### config.mk
export PLATFORM = sky130hd
export DESIGN_NAME = hamming_secded_decoder
export DESIGN_NICKNAME = d
export VERILOG_FILES = /design/src/rtl/hamming_secded_decoder.sv
export SDC_FILE = /design/constraint.sdc
export NUM_CORES = 1
export LEC_CHECK = 0
export CORE_MARGIN = 5
export CORE_UTILIZATION = 55
export CTS_CLUSTER_DIAMETER = 50
export DETAILED_ROUTE_END_ITERATION = 16
export PLACE_DENSITY_LB_ADDON = 0.08
export SLEW_MARGIN = 20
export SYNTH_ARGS = -nofsm -noshare
export SYNTH_HDL_FRONTEND = slang
export SYNTH_SLANG_ARGS = --single-unit
export TNS_END_PERCENT = 20
### constraint.sdc
create_clock -name clk -period 3.4 [get_ports clk]
set_clock_uncertainty 0.05 [all_clocks]
set_input_delay 1.02 -clock clk [delete_from_list [all_inputs] [get_ports clk]]
set_output_delay 1.02 -clock clk [all_outputs]
set_load 0.005 [all_outputs]
### src/rtl/hamming_secded_decoder.sv
// rtl/hamming_secded_decoder.sv - two-stage SECDED (12,8) decoder with error counters
module hamming_secded_decoder (
    input  logic        clk,
    input  logic        rst_n,
    input  logic        in_valid,
    output logic        in_ready,
    input  logic [11:0] in_code,
    output logic        out_valid,
    input  logic        out_ready,
    output logic [7:0]  out_data,
    output logic        out_err_single,
    output logic        out_err_uncorr,
    output logic [3:0]  out_syndrome,
    input  logic        cnt_clr,
    output logic [15:0] cnt_corr,
    output logic [15:0] cnt_uncorr
);

    logic       s1_valid;
    logic [7:0] s1_data;
    logic [3:0] s1_syn;
    logic [3:0] syn_in;
    logic       load2;
    logic       in_fire;
    logic       out_fire;
    logic [7:0] data_flip;
    logic       mapped;
    logic       uncorr;

    // Syndrome of the incoming word; each term is one parity-check row.
    assign syn_in[3] = ^{in_code[11], in_code[10], in_code[9], in_code[8], in_code[7]};
    assign syn_in[2] = ^{in_code[11], in_code[6], in_code[5], in_code[4], in_code[3]};
    assign syn_in[1] = ^{in_code[10], in_code[9], in_code[6], in_code[5], in_code[2], in_code[1]};
    assign syn_in[0] = ^{in_code[10], in_code[8], in_code[6], in_code[4], in_code[2], in_code[0]};

    assign load2    = s1_valid && (!out_valid || out_ready);
    assign in_ready = !s1_valid || load2;
    assign in_fire  = in_valid && in_ready;
    assign out_fire = out_valid && out_ready;

    // Stage 1: capture the data bits and syndrome; parity bits only matter through the syndrome.
    always_ff @(posedge clk) begin
        if (!rst_n) begin
            s1_valid <= 1'b0;
            s1_data  <= 8'h00;
            s1_syn   <= 4'h0;
        end else if (in_fire) begin
            s1_valid <= 1'b1;
            s1_data  <= {in_code[11:8], in_code[6:4], in_code[2]};
            s1_syn   <= syn_in;
        end else if (load2) begin
            s1_valid <= 1'b0;
        end
    end

    // Map syndrome to the data bit to flip; parity-bit hits are flagged but flip no data.
    always_comb begin
        data_flip = 8'h00;
        mapped    = 1'b1;
        uncorr    = 1'b0;
        case (s1_syn)
            4'b1100: data_flip = 8'h80;
            4'b1011: data_flip = 8'h40;
            4'b1010: data_flip = 8'h20;
            4'b1001: data_flip = 8'h10;
            4'b0111: data_flip = 8'h08;
            4'b0110: data_flip = 8'h04;
            4'b0101: data_flip = 8'h02;
            4'b0011: data_flip = 8'h01;
            4'b1000, 4'b0100, 4'b0010, 4'b0001: data_flip = 8'h00;
            4'b0000: mapped = 1'b0;
            default: begin
                mapped = 1'b0;
                uncorr = 1'b1;
            end
        endcase
    end

    // Stage 2: register the corrected result; holds while the consumer stalls.
    always_ff @(posedge clk) begin
        if (!rst_n) begin
            out_valid      <= 1'b0;
            out_data       <= 8'h00;
            out_err_single <= 1'b0;
            out_err_uncorr <= 1'b0;
            out_syndrome   <= 4'h0;
        end else if (load2) begin
            out_valid      <= 1'b1;
            out_data       <= s1_data ^ data_flip;
            out_err_single <= mapped;
            out_err_uncorr <= uncorr;
            out_syndrome   <= s1_syn;
        end else if (out_ready) begin
            out_valid      <= 1'b0;
        end
    end

    // Saturating event counters, advanced only when a result is consumed; clear wins.
    always_ff @(posedge clk) begin
        if (!rst_n || cnt_clr) begin
            cnt_corr   <= 16'h0000;
            cnt_uncorr <= 16'h0000;
        end else if (out_fire) begin
            if (out_err_single && cnt_corr != 16'hFFFF)
                cnt_corr <= cnt_corr + 16'h0001;
            if (out_err_uncorr && cnt_uncorr != 16'hFFFF)
                cnt_uncorr <= cnt_uncorr + 16'h0001;
        end
    end

endmodule

==> results.md, run 1 <==
* FP Rows at 26
* Reg2Reg Depth at 5
* Clock tree from TritonCTS: yes
* Antenna violations before repair at 0
* Register-to-register setup slack at 1.13 ns
* Syn. warnings at 0
* Crit path max fanout at 2
* Worst skew pair latency at 0.33 ns
* Dpl hpwl at 5.37 mm
* FF-to-FF Start: cnt_uncorr[0]
* Achievable Freq at 306 MHz
* CP arrival at roughly 2.2 ns
* CP Class: in -> out
* Max rail drop VDD at between 0.3 and 0.4 mV
* Sequential share of power at 50.8%
* Number of flops mapped to enable cells by yosys at 0
* Largest net degree at the start of global routing at 30
* Overall Power at around 1500 µW
* Switch Pwr at 354 µW
* Worst-path clk slew at 0.06 ns
* RR Endpoint: cnt_uncorr[5]
* Commonest cells after routing, fill and taps aside: 64 x clkdlybuf4s50_1, 60 x dfxtp_1, 49 x nand2_1
* Area grow syn2layout at 30.7%
* Post CTS Setup Buffer Count at 0
* Ant diodes at 0
* Via count at between 2,000 and 3,000
* Synth Register Bits at 60
* Power per Cell Area at ~380 mW/mm²
* Slew HR at between 30 and 40%
* Core ar. at 0.00520 mm²
* CTS resizes at 0
* Net Sw Frac at 23.7%
* All-Layer GR Usage at 21.6%
* P_leak at 0.00135 µW
* RSZ-0062 raised after global routing: false
* Worst setup margin at 0.132 ns
* Worst Setup EP: in_ready
* Final Hold Vio Count at 0
* Sequential fraction of the synthesis area at 40.1%
* Internal power at 1140 µW
* Vias per cell at 5.86
* ANT nets after route at 0
* CP most frequent cell: clkdlybuf4s50_1
* Final RePlAce weighted congestion at 0.888
* Die area at 0.00702 mm²
* Ys flop type: dfxtp_1
* Sink Count at 60
* Wirelength, routed at 7.44 mm
* Place WS at 0.139 ns
* Number of max-cap violations at 0
* Post-synthesis cell count at 350
* Top Ports at 65
* FILL cells at 400
* Netlist cell types at 43
* Critical path launch point: out_ready
* Initial core utilization at 57.6%
* Syn avg cell area at 8.56 µm²
* Synthesized area at 0.00300 mm²
* Final min period at 3.27 ns
* Final TNS setup at 0 ns
* Initial drt markers at between 100 and 150
* H-tree depth at 3
* Clock power share at 39.1%
* Die Ht at 83.8 µm
* Endpoints failing setup at 0
* Remaining global-route overflow at 0
* Final Net Count at ~440
* Syn nets at approximately 370
* TritonCTS buffer count at 9
* Fraction of layout cells with a size suffix above 1 at 8.06%
* First-pass GRT wire length at 12.4 mm
* Number of global-route vias before repair at 2,730
* Most common cell after layout, fill and taps aside: clkdlybuf4s50_1
* Crit-path slowest cell: clkdlybuf4s50_1
* Die Width at 83.8 µm
* Startpoint Class: input port
* Comb pwr share at 10.1%
* Number of hold buffers added after cts at 0
* # placed instances at 476
* CTS Buffer Depth at 2
* Status: finished clean
* WL/cell at 15.1 µm
* Slew at the pin closest to its max-slew limit at ~0.89 ns
* Async SR Flop Fraction at 0%
* Fin cells at roughly 490
* Worst endpoint required time at around 2.3 ns
* First drt pass iteration count at 4
* DRC errors left at 0
* Hold Crit Class: reg -> reg
* Worst Setup End Kind: output port
* CP max stage delay at just over 0.5 ns
* CP Cell Sequence: clkdlybuf4s50_1 -> nand3b_1 -> clkdlybuf4s50_1
* Max-slew violations at 0
* Root buf cell: clkbuf_8
* Input/output buffers at 64
* Crit share post-route at 96.1%
worst max-delay path, delay by kind of cell:
family	cells	cell delay (ns)
simple gates	1	0.15
buf+inv	2	1.02
how the worst min path moves through the flow:
stage               slack, ns  depth (start not counted)         endpoint       startpoint
floorplan                0.41                          2       s1_data[3]       s1_data[3]
global placement         0.40                          2  out_syndrome[0]  out_syndrome[0]
detailed placement       0.41                          2  out_syndrome[0]  out_syndrome[0]
CTS                      0.41                          2  out_syndrome[0]  out_syndrome[0]
global route             0.44                          2  out_syndrome[0]  out_syndrome[0]
finish                   0.41                          2  out_syndrome[0]  out_syndrome[0]
flip-flops by register name (all words and copies together) (netlist names):
name,flops
s1_valid,1
out_syndrome,4
s1_syn,4
out_err_uncorr,1
out_valid,1
cnt_corr,16
out_data,8
s1_data,8
cnt_uncorr,16
out_err_single,1
power groups by stage:
stage / sequential [µW] / clock (µW) / combinational (µW)
global route: 759 / 631 / 166
floorplan: 754 / 0 / 100
global placement: 770 / 0 / 148
finish: 756 / 582 / 151
CTS: 755 / 598 / 152
detailed placement: 770 / 0 / 151
routing by layer:
layer,vias up,routed length [µm],track usage (%)
met5,-,0,0
met4,0,118,7.02
met3,10,383,7.70
met2,75,3740,36.7
met1,1361,3190,25.4
li1,1436,-,-
cells in the mapped netlist, types with 2 or more instances:
cell type	n	area, µm²
xnor2_1	18	158
or4_1	13	97.6
nand4b_1	2	17.5
a31o_2	2	17.5
o31ai_1	12	90.1
o41ai_1	3	26.3
clkbuf_1	18	67.6
a31oi_1	2	12.5
o21ai_0	14	70.1
o211ai_1	5	37.5
nor3_1	5	25.0
nand2_1	49	184
or2_2	3	18.8
or4_2	2	17.5
or3_2	2	15.0
nand2b_1	4	25.0
o211a_1	9	90.1
nand3_1	17	85.1
dfxtp_1	60	1200
xor2_1	7	61.3
a21oi_1	23	115
a21boi_0	15	113
and2_1	3	18.8
and3_1	4	25.0
nor4_1	5	31.3
nor4bb_1	6	60.1
inv_1	8	30.0
nand4_1	11	68.8
nor2_1	5	18.8
mux2i_1	3	30.0
or3_1	7	43.8
ha_1	2	25.0
area by class of cell:
type / count / area, µm² / area share (%)
Clock inverter: 1 / 5.00 / 0.128
Clock buffer: 15 / 176 / 4.50
Sequential cell: 60 / 1200 / 30.7
Multi-Input combinational cell: 263 / 1690 / 43.2
Inverter: 8 / 30.0 / 0.767
Tap cell: 70 / 87.6 / 2.24
Timing Repair Buffer: 75 / 723 / 18.5
metrics by stage:
stage / hold slack [ns] / cell area (µm²) / utilization [%]
final: 0.410 / 3920 / 75.2
after global routing: 0.436 / 3920 / 75.2
after detailed placement: 0.407 / 3730 / 71.8
after floorplan: 0.405 / 3000 / -
after CTS: 0.415 / 3920 / 75.2
after global placement: 0.404 / 3730 / 71.8
kinds of logic after synthesis:
group	synth area share [%]
simple gates	27.1
buf+inv	3.42
xor+xnor	7.31
mux	1.00
compound gates	20.3
fa+ha+maj	0.835
flops	40.1
No activity file was read; power rests on OpenSTA's default activity.
==> run 2: changes to the inputs <==
--- a/config.mk
+++ b/config.mk
@@ -14,4 +14,3 @@
 export SYNTH_ARGS = -nofsm -noshare
 export SYNTH_HDL_FRONTEND = slang
 export SYNTH_SLANG_ARGS = --single-unit
-export TNS_END_PERCENT = 20
==> results of run 2 <==
No change in the layout: final DEF, timing and power equal those of run 1.
==> run 3: changes to the inputs <==
--- a/config.mk
+++ b/config.mk
@@ -9,6 +9,7 @@
 export CORE_UTILIZATION = 55
 export CTS_CLUSTER_DIAMETER = 50
 export DETAILED_ROUTE_END_ITERATION = 16
+export GPL_TIMING_DRIVEN = 0
 export PLACE_DENSITY_LB_ADDON = 0.08
 export SLEW_MARGIN = 20
 export SYNTH_ARGS = -nofsm -noshare
==> results.md, run 3 (synthesis gave the netlist of run 1 again) <==
* Die Ht at 83.8 µm
* FILL cells at 413
* DRC errors left at 0
* Register area at 0.00120 mm²
* Slew at the pin closest to its max-slew limit at 0.936 ns
* CP arrival at around 1.9 ns
* Crit path max fanout at 6
* Dpl hpwl at 5.53 mm
* Met1 WL at 3.17 mm
* P_leak at 0.00133 µW
* Regs by FF count: cnt_corr (16), cnt_uncorr (16)
* Clock tree from TritonCTS: yes
* Core ar. at about 0.0052 mm²
* Final Net Count at 445
* Top Ports at 65
* TritonCTS buffer count at 9
* Hold Crit Class: reg -> reg
* RSZ-0062 raised after global routing: false
* Largest net degree at the start of global routing at 11
* All-Layer GR Usage at 22.1%
* CTS Buffer Depth at 2
* Input/output buffers at 64
* Worst endpoint required time at 2.33 ns
* DR WL met2 at 3.72 mm
* H-tree depth at 3
* Worst skew pair latency at 0.33 ns
* Area of the multi-input gates at 0.00169 mm²
* Worst Setup End Kind: output port
* Slew HR at ~37%
* ANT nets after route at 0
* Vias per cell at ~6
* Power per Cell Area at ~370 mW/mm²
* Status: finished clean
* Final TNS setup at 0 ns
* Final min period at approximately 3.0 ns
* Max-slew violations at 0
* Reg2Reg Depth at 6
* Fraction of layout cells with a size suffix above 1 at 5.83%
* Number of global-route vias before repair at 2,851
* Die Width at 83.8 µm
* Achievable Freq at 334 MHz
* Final RePlAce weighted congestion at 0.927
* Wirelength, routed at 7.52 mm
* Endpoints failing setup at 0
* CP Class: in -> out
* First-pass GRT wire length at 12.9 mm
* Sink Count at 60
* Crit share post-route at between 80% and 90%
* DP Area at ~0.0037 mm²
* Initial drt markers at 157
* Worst hold path stage count at 2
* Top layer in use: met4
* Area grow syn2layout at 29.9%
* FP Rows at 26
* Die area at 0.00702 mm²
* Via count at between 2,000 and 3,000
* Worst-path clk slew at approximately 0.060 ns
* Ant diodes at 0
* WL/cell at ~15 µm
* First drt pass iteration count at 4
* Most common cell after layout, fill and taps aside: clkdlybuf4s50_1
* Final Hold Vio Count at 0
* Initial core utilization at roughly 58%
* Number of max-cap violations at 0
* Antenna violations before repair at 0
* Met3 wire length at 501 µm
* Startpoint Class: input port
* Design area at 0.00389 mm²
* Remaining global-route overflow at 0
* Post-layout util at 74.8%
* Max rail drop VDD at between 0.3 and 0.4 mV
* Number of hold buffers added after cts at 0
* Commonest cells after routing, fill and taps aside: 63 x clkdlybuf4s50_1, 60 x dfxtp_1, 49 x nand2_1
* Root buf cell: clkbuf_8
-- run 3: cell count changes in the layout (fill, tap and decap cells not counted), sizes merged --
| cell | previous run | this run |
|---|---|---|
| buf | 11 | 1 |
| clkbuf | 15 | 30 |
| clkdlybuf4s50 | 64 | 63 |
| clkinv | 1 | 3 |
| dlymetal6s2s | 0 | 1 |
-- run 3: power by group --
group	internal (µW)	switching (µW)	total [µW]	leakage, µW
Clock	272	257	529	0.0000848
Sequential	726	16.3	742	0.000488
Combinational	87.1	81.4	168	0.000760
-- run 3: path summary, 6_finish.rpt --
check	startpoint	slack, ns	to
hold reg to reg	out_syndrome[1]	0.42	out_syndrome[1]
setup / recovery	out_ready	0.41	in_ready
setup reg to reg	cnt_corr[11]	1.04	cnt_corr[9]
hold / removal	out_syndrome[1]	0.42	out_syndrome[1]
-- run 3: final cells by class --
| class | instances | share of cell area, % |
|---|---|---|
| buffer | 19 | 1.86 |
| clock buffer | 11 | 3.63 |
| clock inverter | 3 | 0.386 |
| inverter | 8 | 0.772 |
| multi-input combinational | 263 | 43.5 |
| sequential | 60 | 30.9 |
| tap | 70 | 2.25 |
| timing repair buffer | 65 | 16.7 |
-- run 3: critical path, cell delays in order --
cell and delay, ns:
dlymetal6s2s_1 0.19, nand3b_1 0.19, clkdlybuf4s50_1 0.52
-- run 3: repair_timing --
| action | CTS | global route |
|---|---|---|
| endpoints found under the setup margin | 1 | 1 |
| gates resized for setup | 0 | 1 |
| pin swaps | 0 | 0 |
| buffers inserted | 1 | 0 |
-- run 3: routing by layer --
| layer | global-route usage (%) | up-vias |
|---|---|---|
| met5 | 0 | - |
| met4 | 8.19 | 0 |
| met3 | 5.92 | 14 |
| met2 | 38.0 | 97 |
| met1 | 26.3 | 1421 |
| li1 | - | 1454 |
-- run 3: per-stage QoR --
stage,hold slack [ns],power [µW],setup WS (ns),instances
6_report,0.420,1440,0.407,499
5_1_grt,0.448,1510,0.339,499
4_1_cts,0.426,1450,0.0275,499
3_5_place_dp,0.418,924,0.00557,484
3_3_place_gp,0.409,921,-0.00256,484
2_1_floorplan,0.405,854,0.943,350
